<file path="config.mk">
export PLATFORM = sky130hd
export DESIGN_NAME = keypad_scanner
export DESIGN_NICKNAME = d
export VERILOG_FILES = /design/src/rtl/keypad_scanner.sv
export SDC_FILE = /design/constraint.sdc
export NUM_CORES = 1
export LEC_CHECK = 0
export CORE_ASPECT_RATIO = 2
export CORE_UTILIZATION = 30
export CTS_BUF_LIST = sky130_fd_sc_hd__clkbuf_8 sky130_fd_sc_hd__clkbuf_16
export CTS_CLUSTER_SIZE = 30
export DETAILED_ROUTE_END_ITERATION = 10
export HOLD_SLACK_MARGIN = 0.02
export PLACE_DENSITY = 0.53
export REMOVE_ABC_BUFFERS = 1
export SYNTH_ARGS = -nofsm -noshare
export SYNTH_HDL_FRONTEND = slang
export SYNTH_SLANG_ARGS = --single-unit
</file>
<file path="constraint.sdc">
create_clock -name clk -period 6.1 [get_ports clk]
set_input_delay 1.22 -clock clk [delete_from_list [all_inputs] [get_ports clk]]
set_output_delay 1.22 -clock clk [all_outputs]
set_load 0.1 [all_outputs]
</file>
<file path="src/rtl/keypad_scanner.sv">
// keypad_scanner: 4x4 matrix keypad scanner with debounce.
// Drives one active-low column at a time, watches the synchronized rows,
// debounces presses and releases over whole scan ticks and emits one
// user_latch pulse per accepted key together with its code.
// Optional build macro KEYPAD_DIGITS_ONLY_EN: keys A-F are still tracked
// through press/release (key_held) but never latch or update user_digit.
module keypad_scanner #(
    parameter int SCAN_DIV       = 50_000,
    parameter int DEBOUNCE_SCANS = 20
) (
    input  logic       clk,
    input  logic       reset,
    input  logic [3:0] row,
    output logic [3:0] col,
    output logic [3:0] user_digit,
    output logic       user_latch,
    output logic       key_held
);

    localparam int TW = (SCAN_DIV > 1) ? $clog2(SCAN_DIV) : 1;
    localparam int CW = $clog2(DEBOUNCE_SCANS + 1);
    localparam logic [TW-1:0] TICK_LAST = TW'(SCAN_DIV - 1);
    localparam logic [CW-1:0] CNT_DONE  = CW'(DEBOUNCE_SCANS);

    typedef enum logic [1:0] {
        SCAN     = 2'd0,
        DEBOUNCE = 2'd1,
        PRESSED  = 2'd2,
        RELEASE  = 2'd3
    } state_t;

    state_t        state, state_n;
    logic [3:0]    row_meta, row_sync;
    logic [TW-1:0] tick_cnt;
    logic          tick;
    logic [1:0]    col_idx, col_idx_n;
    logic [1:0]    row_idx, row_idx_n;
    logic [1:0]    low_idx;
    logic [CW-1:0] cnt, cnt_n, cnt_inc;
    logic          any_low, sel_low;
    logic [3:0]    code;
    logic          accept;
    logic          latch_n;

    // Row lookup table: (row, col) -> key code.
    function automatic logic [3:0] key_code(input logic [1:0] r, input logic [1:0] c);
        logic [3:0] k;
        k = 4'h0;
        case ({r, c})
            4'h0: k = 4'h1;
            4'h1: k = 4'h2;
            4'h2: k = 4'h3;
            4'h3: k = 4'hA;
            4'h4: k = 4'h4;
            4'h5: k = 4'h5;
            4'h6: k = 4'h6;
            4'h7: k = 4'hB;
            4'h8: k = 4'h7;
            4'h9: k = 4'h8;
            4'hA: k = 4'h9;
            4'hB: k = 4'hC;
            4'hC: k = 4'hE;
            4'hD: k = 4'h0;
            4'hE: k = 4'hF;
            4'hF: k = 4'hD;
            default: k = 4'h0;
        endcase
        return k;
    endfunction

    // Two-flop synchronizer; idle rows are pulled up, so clear to all-ones.
    always_ff @(posedge clk or negedge reset) begin
        if (!reset) begin
            row_meta <= 4'b1111;
            row_sync <= 4'b1111;
        end else begin
            row_meta <= row;
            row_sync <= row_meta;
        end
    end

    // Free-running scan-tick divider.
    always_ff @(posedge clk or negedge reset) begin
        if (!reset)    tick_cnt <= '0;
        else if (tick) tick_cnt <= '0;
        else           tick_cnt <= tick_cnt + TW'(1);
    end

    assign tick = (tick_cnt == TICK_LAST);

    // Lowest-numbered low row wins when several are pressed at capture.
    always_comb begin
        low_idx = 2'd0;
        for (int i = 3; i >= 0; i--) begin
            if (!row_sync[i]) low_idx = 2'(i);
        end
    end

    assign any_low = ~&row_sync;
    assign sel_low = ~row_sync[row_idx];
    assign cnt_inc = (cnt == CNT_DONE) ? cnt : cnt + CW'(1);
    assign code    = key_code(row_idx, col_idx);

`ifdef KEYPAD_DIGITS_ONLY_EN
    assign accept = (code < 4'hA);
`else
    assign accept = 1'b1;
`endif

    // State, frozen column/row indices and debounce count.
    always_ff @(posedge clk or negedge reset) begin
        if (!reset) begin
            state   <= SCAN;
            col_idx <= 2'd0;
            row_idx <= 2'd0;
            cnt     <= '0;
        end else begin
            state   <= state_n;
            col_idx <= col_idx_n;
            row_idx <= row_idx_n;
            cnt     <= cnt_n;
        end
    end

    // Next-state logic; all decisions happen only on scan ticks.
    always_comb begin
        state_n   = state;
        col_idx_n = col_idx;
        row_idx_n = row_idx;
        cnt_n     = cnt;
        latch_n   = 1'b0;
        case (state)
            SCAN: begin
                if (tick) begin
                    if (any_low) begin
                        row_idx_n = low_idx;
                        cnt_n     = '0;
                        state_n   = DEBOUNCE;
                    end else begin
                        col_idx_n = col_idx + 2'd1;
                    end
                end
            end
            DEBOUNCE: begin
                if (tick) begin
                    if (sel_low) begin
                        cnt_n = cnt_inc;
                        if (cnt_inc == CNT_DONE) begin
                            state_n = PRESSED;
                            latch_n = accept;
                        end
                    end else begin
                        // Bounce: column resumes from where it froze.
                        state_n = SCAN;
                    end
                end
            end
            PRESSED: begin
                if (tick && !any_low) begin
                    cnt_n   = '0;
                    state_n = RELEASE;
                end
            end
            RELEASE: begin
                if (tick) begin
                    if (any_low) begin
                        cnt_n   = '0;
                        state_n = PRESSED;
                    end else begin
                        cnt_n = cnt_inc;
                        if (cnt_inc == CNT_DONE) state_n = SCAN;
                    end
                end
            end
            default: state_n = SCAN;
        endcase
    end

    // Latch pulse and held key code, registered together.
    always_ff @(posedge clk or negedge reset) begin
        if (!reset) begin
            user_latch <= 1'b0;
            user_digit <= 4'h0;
        end else begin
            user_latch <= latch_n;
            if (latch_n) user_digit <= code;
        end
    end

    assign col      = ~(4'b0001 << col_idx);
    assign key_held = (state == PRESSED) || (state == RELEASE);

endmodule

</file>
== Word-level counts from Yosys, hierarchy flattened ==
Memories as Yosys holds them, arrays and structs flattened. A register that Yosys moved wholly into a read port is not among the register bits.
Cells that the tools add are included.
Word-level totals
  word-level logic and storage cells: 69
  memories kept: 1
  latch bits: 0
  input port bits: 6
  RAM bits: 0
  output and inout bits: 10
  register bits after elaboration: 36
  bits in read-only memories: 64
Cells by class
  bitwise operators: 2
  add/subtract/negate cells: 3
  $mul: 0
  divide/modulo/power cells: 0
  multiplexer cells: 30
  shift operators: 1
  eq/ne operators: 14
  order comparisons: 1
  reductions and logical operators: 9
Memories
  (name not given): words 16, bits a word 4, rd ports 1, clocked after Yosys merged registers in 1, write ports 0, line 49  | case ({r, c})
Operators with widths (count)
  5-bit 2-to-1 mux: 8
  2-bit 2-to-1 mux: 13
  5-bit case mux with 4 select lines: 1
  16-bit by 1-bit adder with 16-bit output, second input constant: 1
  16-bit == test, second input constant: 1
  16-bit 2-to-1 mux: 1
  2-bit inequality test, second input constant: 6
  6-bit AND reduction: 2
  5-bit == test, second input constant: 2
  2-bit case mux with 4 select lines: 1
  7-bit AND reduction: 1
  3-bit inequality test, second input constant: 2
  5-bit by 1-bit adder with 5-bit output, second input constant: 1
  1-bit 2-to-1 mux: 5
  2-bit == test, second input constant: 2
  4-bit NOT: 1
  4-bit AND reduction: 1
  1-bit by 2-bit left shift with 4-bit output, first input constant: 1
  2-bit by 3-bit < comparator with 1-bit output, second input constant: 1
  3-bit AND reduction: 1
  2-bit by 1-bit adder with 2-bit output, second input constant: 1
  1-bit binary-select mux with 2-bit select: 1
  2-bit by 1-bit == test with 1-bit output, second input constant: 1
  2-bit zero test: 1
  other kinds (4): 4

== Depth between registers and ports, before layout ==
Gate-level depths: netlist of the first run.
  depth in word-level cells: 7
  mapped depth: 7
  mapped depth without buffers: 7

== Least setup slack after synthesis of the first run ==
Ideal clock, no wire load.
  kind: reg-to-output
  start: reg state[1]
  end: out key_held
  buffers on the path: 1
  stages on the path, launching flop included: 2
  path slack: 3.523 ns
  arrival time: 1.357 ns
  required time: 4.880 ns
  path through: dfrtp_1 -> clkbuf_1
On the way
  longest elaborated chain between the ends: 2
  elaborated cells between the ends (all ways): 3
  those cells by class: 2 x eq/ne; 1 x reduce/logical
RTL lines
  start, declared: line 32  | state_t state, state_n;
  start signal, assigned: line 118  | state <= state_n;
  2-bit == test: line 191  | assign key_held = (state == PRESSED) || (state == RELEASE);
  1-bit logical OR *: line 191
  end, declared: line 17  | output logic key_held
Mark *: on every way between the ends. The rest lies on a longest branch, timed or not.

== Worst setup path after layout of the first run ==
  start: reg col_idx[0]
  end: out col[0]
On the way
  longest elaborated chain between the ends: 2
RTL lines
  start, declared: line 36  | logic [1:0] col_idx, col_idx_n;
  start signal, assigned: line 119  | col_idx <= col_idx_n;
  1-bit by 2-bit left shift with 4-bit output: line 190  | assign col = ~(4'b0001 << col_idx);
  4-bit NOT: line 190
  end, declared: line 14  | output logic [3:0] col,
Every way passes these cells.

==> metrics.md, run 1 <==
| Metric | Value |
|---|---|
| GRT Resource Usage Total | 12.74% |
| Global-route wire length before repair | 6555 um |
| Global route overflow | 0 |
| Fmax | 0.2850 GHz |
| Period Utilization, post-route | 57.52% |
| Gate power share | 1.9% |
| PostCTS Resize Cnt | 0 |
| Fill count | 673 |
| CTS tree | yes |
| Drt pass-1 iters | 4 |
| WS Path Type | flip-flop to output pin |
| Syn Inst Count | 189 |
| Vias/cell | between 4 and 5 |
| Buffers on Ports | 15 |
| Hold Path Class | flip-flop to flip-flop |
| Core box area | 6569 um^2 |
| Pwr dens | 223.6 nW/um^2 |
| Gpl congestion | 0.7629 |
| Startpoint types | flip-flop |
| Flops & latches, synth | 40 |
| Clock Pin Slew Worst Setup and Hold Paths | 0.06 ns |
| Height of the die | 118.6 um |
| Switching power | 108.1 uW |
| Post-Route WL | 4054 um |
| Initial antenna violation count | 0 |
| Max Slew Vio Count | 0 |
| Setup bufs post-CTS | 0 |
| Outcome | complete, no violations |
| Area growth from synthesis to layout | 18.70% |
| Antenna Cells | 0 |
| Leakage | 1.035 nW |
| Avg Inst Size Synth | 10.80 um^2 |
| Internal | 433.6 uW |
| Root Buffer | clkbuf_16 |
| DR vias | 1380 |
| Largest net degree at the start of global routing | 41 |
| Detail Placement HPWL | 3051 um |
| Predominant post-synthesis flop cell | dfrtp_1 |
| Clock latency on the worst-skew pair | 0.28 ns |
| Critical Path AT | between 2 and 2.5 ns |
| Net Sw Frac | 19.95% |
| CP Max Fanout | 7 |
| Multi-input combinational cell area | between 900 and 1000 um^2 |
| Setup violators final | 0 |
| Final hold vios | 0 |
| Final core utilization | 36.88% |
| Sequential area share after synthesis | 49.54% |
| Antenna Nets Post-Route | 0 |
| Maximum vdd drop | 0.00008957 V |
| DRC Markers | 0 |
| H-tree Lvls | 2 |
| WP data required | about 4.9 ns |
| IO Count | 16 |
| Nets@finish | 221 |
| Layout cell share with drive strength beyond 1 | 14.49% |
| Starting density of the core | 31.07% |
| Fraction of registers with async set or reset after synthesis | 100.0% |
| Num CTS Buffers | 5 |
| RSZ-0062 raised after global routing | no |
| Final clock skew | 0.005796 ns |
| Final Critical Period | 3.509 ns |
| Register Area | 1011 um^2 |
| Max_cap viols | 0 |
| First DRT Iteration DRCs | 49 |
| DR WL/cell | roughly 14 um |
| Worst Setup End Kind | output pin |
| Setup TNS | 0 ns |
| Die Width | between 60 and 70 um |
| Post-synth EDFFs | 0 |
| Clock sink count | 40 |
| Vias in the first global route | 1428 |
| Register share of total power | 50.3% |
| Post-Syn Area | 2041 um^2 |
| Worst-margin pin slew | 0.9644 ns |
| FF-to-FF setup slack | 3.20 ns |
| Die area | 7156 um^2 |
| Cts hold-fix bufs | 0 |
| Relative slew slack | 35.51% |
| Clk pwr share | 47.8% |
| Clock Path Buffers | 2 |
| Ys Warns | 0 |
| FP Rows | 42 |
| Yosys cell types | 44 |
## power groups by stage
stage          sequential [mW]  combinational (mW)  clock (mW)
6_report                 0.272              0.0104       0.259
5_1_grt                  0.273              0.0122       0.279
4_1_cts                  0.272              0.0111       0.266
3_5_place_dp             0.277              0.0110           0
3_3_place_gp             0.277              0.0110           0
2_1_floorplan            0.276             0.00223           0
## layout by cell type (no fill, tap or decap), drive strengths merged, types with 2 or more instances in the layout
| cell | instances |
|---|---|
| nand2 | 14 |
| nor3 | 2 |
| nand2b | 2 |
| mux4 | 2 |
| xnor2 | 8 |
| mux2 | 5 |
| a21oi | 4 |
| nor4 | 3 |
| nand3 | 13 |
| dfrtp | 32 |
| ha | 9 |
| clkbuf | 6 |
| o31ai | 4 |
| mux2i | 2 |
| o211ai | 3 |
| nand4 | 4 |
| o21ai | 9 |
| nor2b | 2 |
| nor2 | 16 |
| clkdlybuf4s50 | 14 |
| and3 | 2 |
| inv | 19 |
| a31oi | 2 |
| dfstp | 8 |
| xor2 | 7 |
## layer usage
layer	track usage, %	vias to the layer above	part of all wire (%)
met2	23.90	12	60
met4	8.721	0	3.0
met1	11.05	678	35
met5	0	-	0
met3	2.298	7	1.3
li1	-	683	-
## final cells by class
cell class                 count  area share [%]
sequential                    40           41.74
clock inverter                 2          0.3099
timing repair buffer          15           5.992
multi-input combinational    127           39.05
tap                           88           4.545
clock buffer                   6           5.733
inverter                      17           2.634
## stage by stage
stage	area (um^2)	hold slack (ns)	cells	setup WS [ns]	power, mW
detailed placement	2276	0.3487	287	2.892	0.2879
global route	2422	0.3551	295	2.501	0.5637
CTS	2422	0.3521	295	2.585	0.5494
floorplan	2021	0.3452	184	3.562	0.2784
global placement	2276	0.3459	287	2.925	0.2879
finish	2422	0.3495	295	2.591	0.5416
## flip-flops by register name (all words and copies together), names as in the netlist, 2 cells and up
signal      flops
state           2
tick_cnt       16
user_digit      4
row_meta        4
col_idx         2
cnt             5
row_sync        4
row_idx         2
## kinds of logic (layout without fill, tap and decap cells)
logic type               Yosys count  in the layout  synth area share (%)
AO/OA/AOI/OAI                     28             28                 9.074
flip-flops                        40             40                 49.54
adder cells (fa/ha/maj)            9              9                 5.518
buffers and inverters             22             40                 4.107
AND/OR/NAND/NOR                   66             66                 19.19
XOR/XNOR                          15             15                 6.438
multiplexers                       9              9                 6.131
## synth_stat cells (2+ instances only)
master    instances  share of area [%]
nand2b_1          2               0.61
xor2_1            7                3.0
dfrtp_1          32                 39
mux4_2            2                2.2
nor2b_1           2               0.61
and3_1            2               0.61
xnor2_1           8                3.4
ha_1              9                5.5
nor4_4            2                2.1
o211ai_1          2               0.74
a31oi_1           2               0.61
clkbuf_1          4               0.74
nand4_1           4                1.2
a21oi_1           4               0.98
dfstp_2           8                 10
o21ai_0           8                2.0
mux2i_1           2               0.98
nand3_1          13                3.2
nand2_2           2               0.61
nor3_1            2               0.49
inv_1            17                3.1
nand2_1          12                2.2
o31ai_1           4                1.5
nor2_1           16                2.9
mux2_2            4                2.2
## worst max-delay path, stage by stage, from the launching register on
cell	delay, ns
dfrtp_1	0.47
inv_1	0.14
ha_1	0.21
inv_1	0.06
clkdlybuf4s50_1	1.12
## final timing paths
check | start | to | cells past startpoint
hold / removal | row_meta[1] | row_sync[1] | 0
setup reg to reg | tick_cnt[11] | user_digit[2] | 5
min in group asynchronous | reset | cnt[2] | 1
max in group asynchronous | reset | user_digit[2] | 1
setup / recovery | col_idx[0] | col[0] | 4
hold reg to reg | row_meta[1] | row_sync[1] | 0
(Power assumes the default switching activity.)
==> inputs of run 2 (changes only) <==
--- a/config.mk
+++ b/config.mk
@@ -11,7 +11,7 @@
 export CTS_CLUSTER_SIZE = 30
 export DETAILED_ROUTE_END_ITERATION = 10
 export HOLD_SLACK_MARGIN = 0.02
-export PLACE_DENSITY = 0.53
+export PLACE_DENSITY = 0.54
 export REMOVE_ABC_BUFFERS = 1
 export SYNTH_ARGS = -nofsm -noshare
 export SYNTH_HDL_FRONTEND = slang
==> constraint.sdc (replaced) <==
create_clock -name clk -period 2.9 [get_ports clk]
set_input_delay 0.58 -clock clk [delete_from_list [all_inputs] [get_ports clk]]
set_output_delay 0.58 -clock clk [all_outputs]
set_load 0.1 [all_outputs]
==> run 2 against run 1 <==
  * Sequential power up 110%
  * Sequential cell count is the same
  * Worst setup slack worse by 2.1 ns
  * First-iteration DRC count rose by 18%
==> metrics.md, run 2 (synthesis results as in run 1) <==
| Metric | Value |
|---|---|
| Vias in the first global route | 1425 |
| Critical Path AT | 2.58 ns |
| Height of the die | between 100 and 150 um |
| Clock latency on the worst-skew pair | 0.28 ns |
| Hold WS | between 0.3 and 0.4 ns |
| FP Rows | 42 |
| Final Critical Period | about 2.4 ns |
| Worst-margin pin slew | 0.8633 ns |
| Final core utilization | 36.57% |
| Area growth from synthesis to layout | 17.72% |
| RSZ-0062 raised after global routing | no |
| H-tree Lvls | 2 |
| Fin worst setup slack | 0.4919 ns |
| Final clock skew | 0.005021 ns |
| R2R Path End | user_digit[0] |
| WHS Path Cells | 0 |
| Die Width | 60.32 um |
| Final hold vios | 0 |
| Global route overflow | 0 |
| CP Max Fanout | 6 |
| Hold Crit Start | row_meta[2] |
| WS Path Type | flip-flop to flip-flop |
| Hold Path Class | flip-flop to flip-flop |
| Num CTS Buffers | 5 |
| Number of flip-flops in the largest register | 16 |
| Layout cell share with drive strength beyond 1 | 20.67% |
| Cts hold-fix bufs | 0 |
| Clock Pin Slew Worst Setup and Hold Paths | 0.06 ns |
| WP data required | 3.07 ns |
| Slowest stage cell on the critical path | nor4_4 |
| Starting density of the core | 31.07% |
| DR WL/cell | 13.49 um |
| Layout Cells excl Fill | 296 |
| Post-Route WL | 3993 um |
| Dpl cell area | about 2300 um^2 |
| Worst r2r src | cnt[0] |
| Largest Register | tick_cnt |
| Leakage | ~1.0 nW |
| Antenna Nets Post-Route | 0 |
| Setup TNS | 0 ns |
| Worst Reg-to-Reg Cells | 6 |
| DP Worst Slack | 0.4804 ns |
| Global-route wire length before repair | 6734 um |
| Max Slew Vio Count | 0 |
| Placed Cells | 288 |
| Die area | ~7000 um^2 |
| Vias/cell | 4.764 |
| CP peak stage delay | approximately 0.5 ns |
| WHS Endpoint | row_sync[2] |
| Crit path max-delay family | simple AND/OR/NAND/NOR gates |
| Drt pass-1 iters | 4 |
| Worst path cell trace | ha_1 -> and3_1 -> mux2_2 -> nand4_1 -> nor4_4 -> mux2_2 |
| DRC Markers | 0 |
| Commonest non-fill, non-tap cells in the layout | dfrtp_1 (32), inv_1 (17), nor2_1 (16) |
| Clock sink count | 40 |
| Antenna Cells | 0 |
| Detail Placement HPWL | 3080 um |
| Nets@finish | 222 |
| Critical path buffers and inverters | 0 |
| Gpl congestion | 0.8199 |
| Relative slew slack | 42.45% |
| Setup violators final | 0 |
| Most common cell on crit path | mux2_2 |
| IO Count | 16 |
| Tot Pwr | approximately 1.1 mW |
| Period Utilization, post-route | 83.04% |
| First DRT Iteration DRCs | 58 |
| Top Registers | tick_cnt x16, cnt x5 |
| Root Buffer | clkbuf_16 |
| Max_cap viols | 0 |
| Startpoint types | flip-flop |
| Clock Path Buffers | 2 |
| Most common cell after layout, fill and taps aside | dfrtp_1 |
| Worst Setup End Kind | flip-flop |
| GRT Resource Usage Total | 13.39% |
| Maximum vdd drop | 0.0002840 V |
| DR vias | ~1400 |
| Fmax | roughly 0.42 GHz |
| Outcome | complete, no violations |
| Pwr dens | between 400 and 500 nW/um^2 |
| Final Cell Area | 2402 um^2 |
| CTS tree | yes |
| Setup bufs post-CTS | 0 |
| PostCTS Resize Cnt | 0 |
| Buffers on Ports | 15 |
| FF-to-FF setup slack | 0.49 ns |
| Largest net degree at the start of global routing | 41 |
| Initial antenna violation count | 0 |
| Core box area | 6569 um^2 |
## run 2: changes by cell type in the layout (fill, tap and decap cells not counted), sizes merged
cell	previous run	this run
inv	19	17
buf	1	12
clkdlybuf4s50	14	4
clkbuf	6	5
clkinv	0	3
## run 2: how the worst max path moves through the flow
stage                            start             to  slack [ns]  cells after the start
after floorplan           tick_cnt[11]  user_digit[0]        0.48                      5
after global placement          cnt[0]  user_digit[2]        0.47                      6
after detailed placement        cnt[0]  user_digit[3]        0.48                      6
after CTS                       cnt[0]  user_digit[3]        0.46                      6
after global routing            cnt[0]  user_digit[0]        0.34                      7
final                           cnt[0]  user_digit[0]        0.49                      6
## run 2: where the power goes
group          internal (mW)  leakage [nW]  switching [mW]
sequential             0.569         0.517         0.00376
clock                  0.317        0.0736           0.220
combinational        0.00748         0.458          0.0152
## run 2: cell type report
type                    instances  area [um^2]
inverters                      17        63.81
fillers                       692         4167
multi-input cells             127        945.9
well taps                      88        110.1
flip-flops and latches         40         1011
clock buffers                   5        125.1
repair buffers                 16        127.6
clock inverters                 3        18.77
## run 2: metal layers
layer,GRT usage [%],wire length [um],vias up
li1,-,-,692
met2,23.90,2325,20
met3,2.954,93,9
met1,11.80,1372,689
met5,0,0,-
met4,10.61,203,0
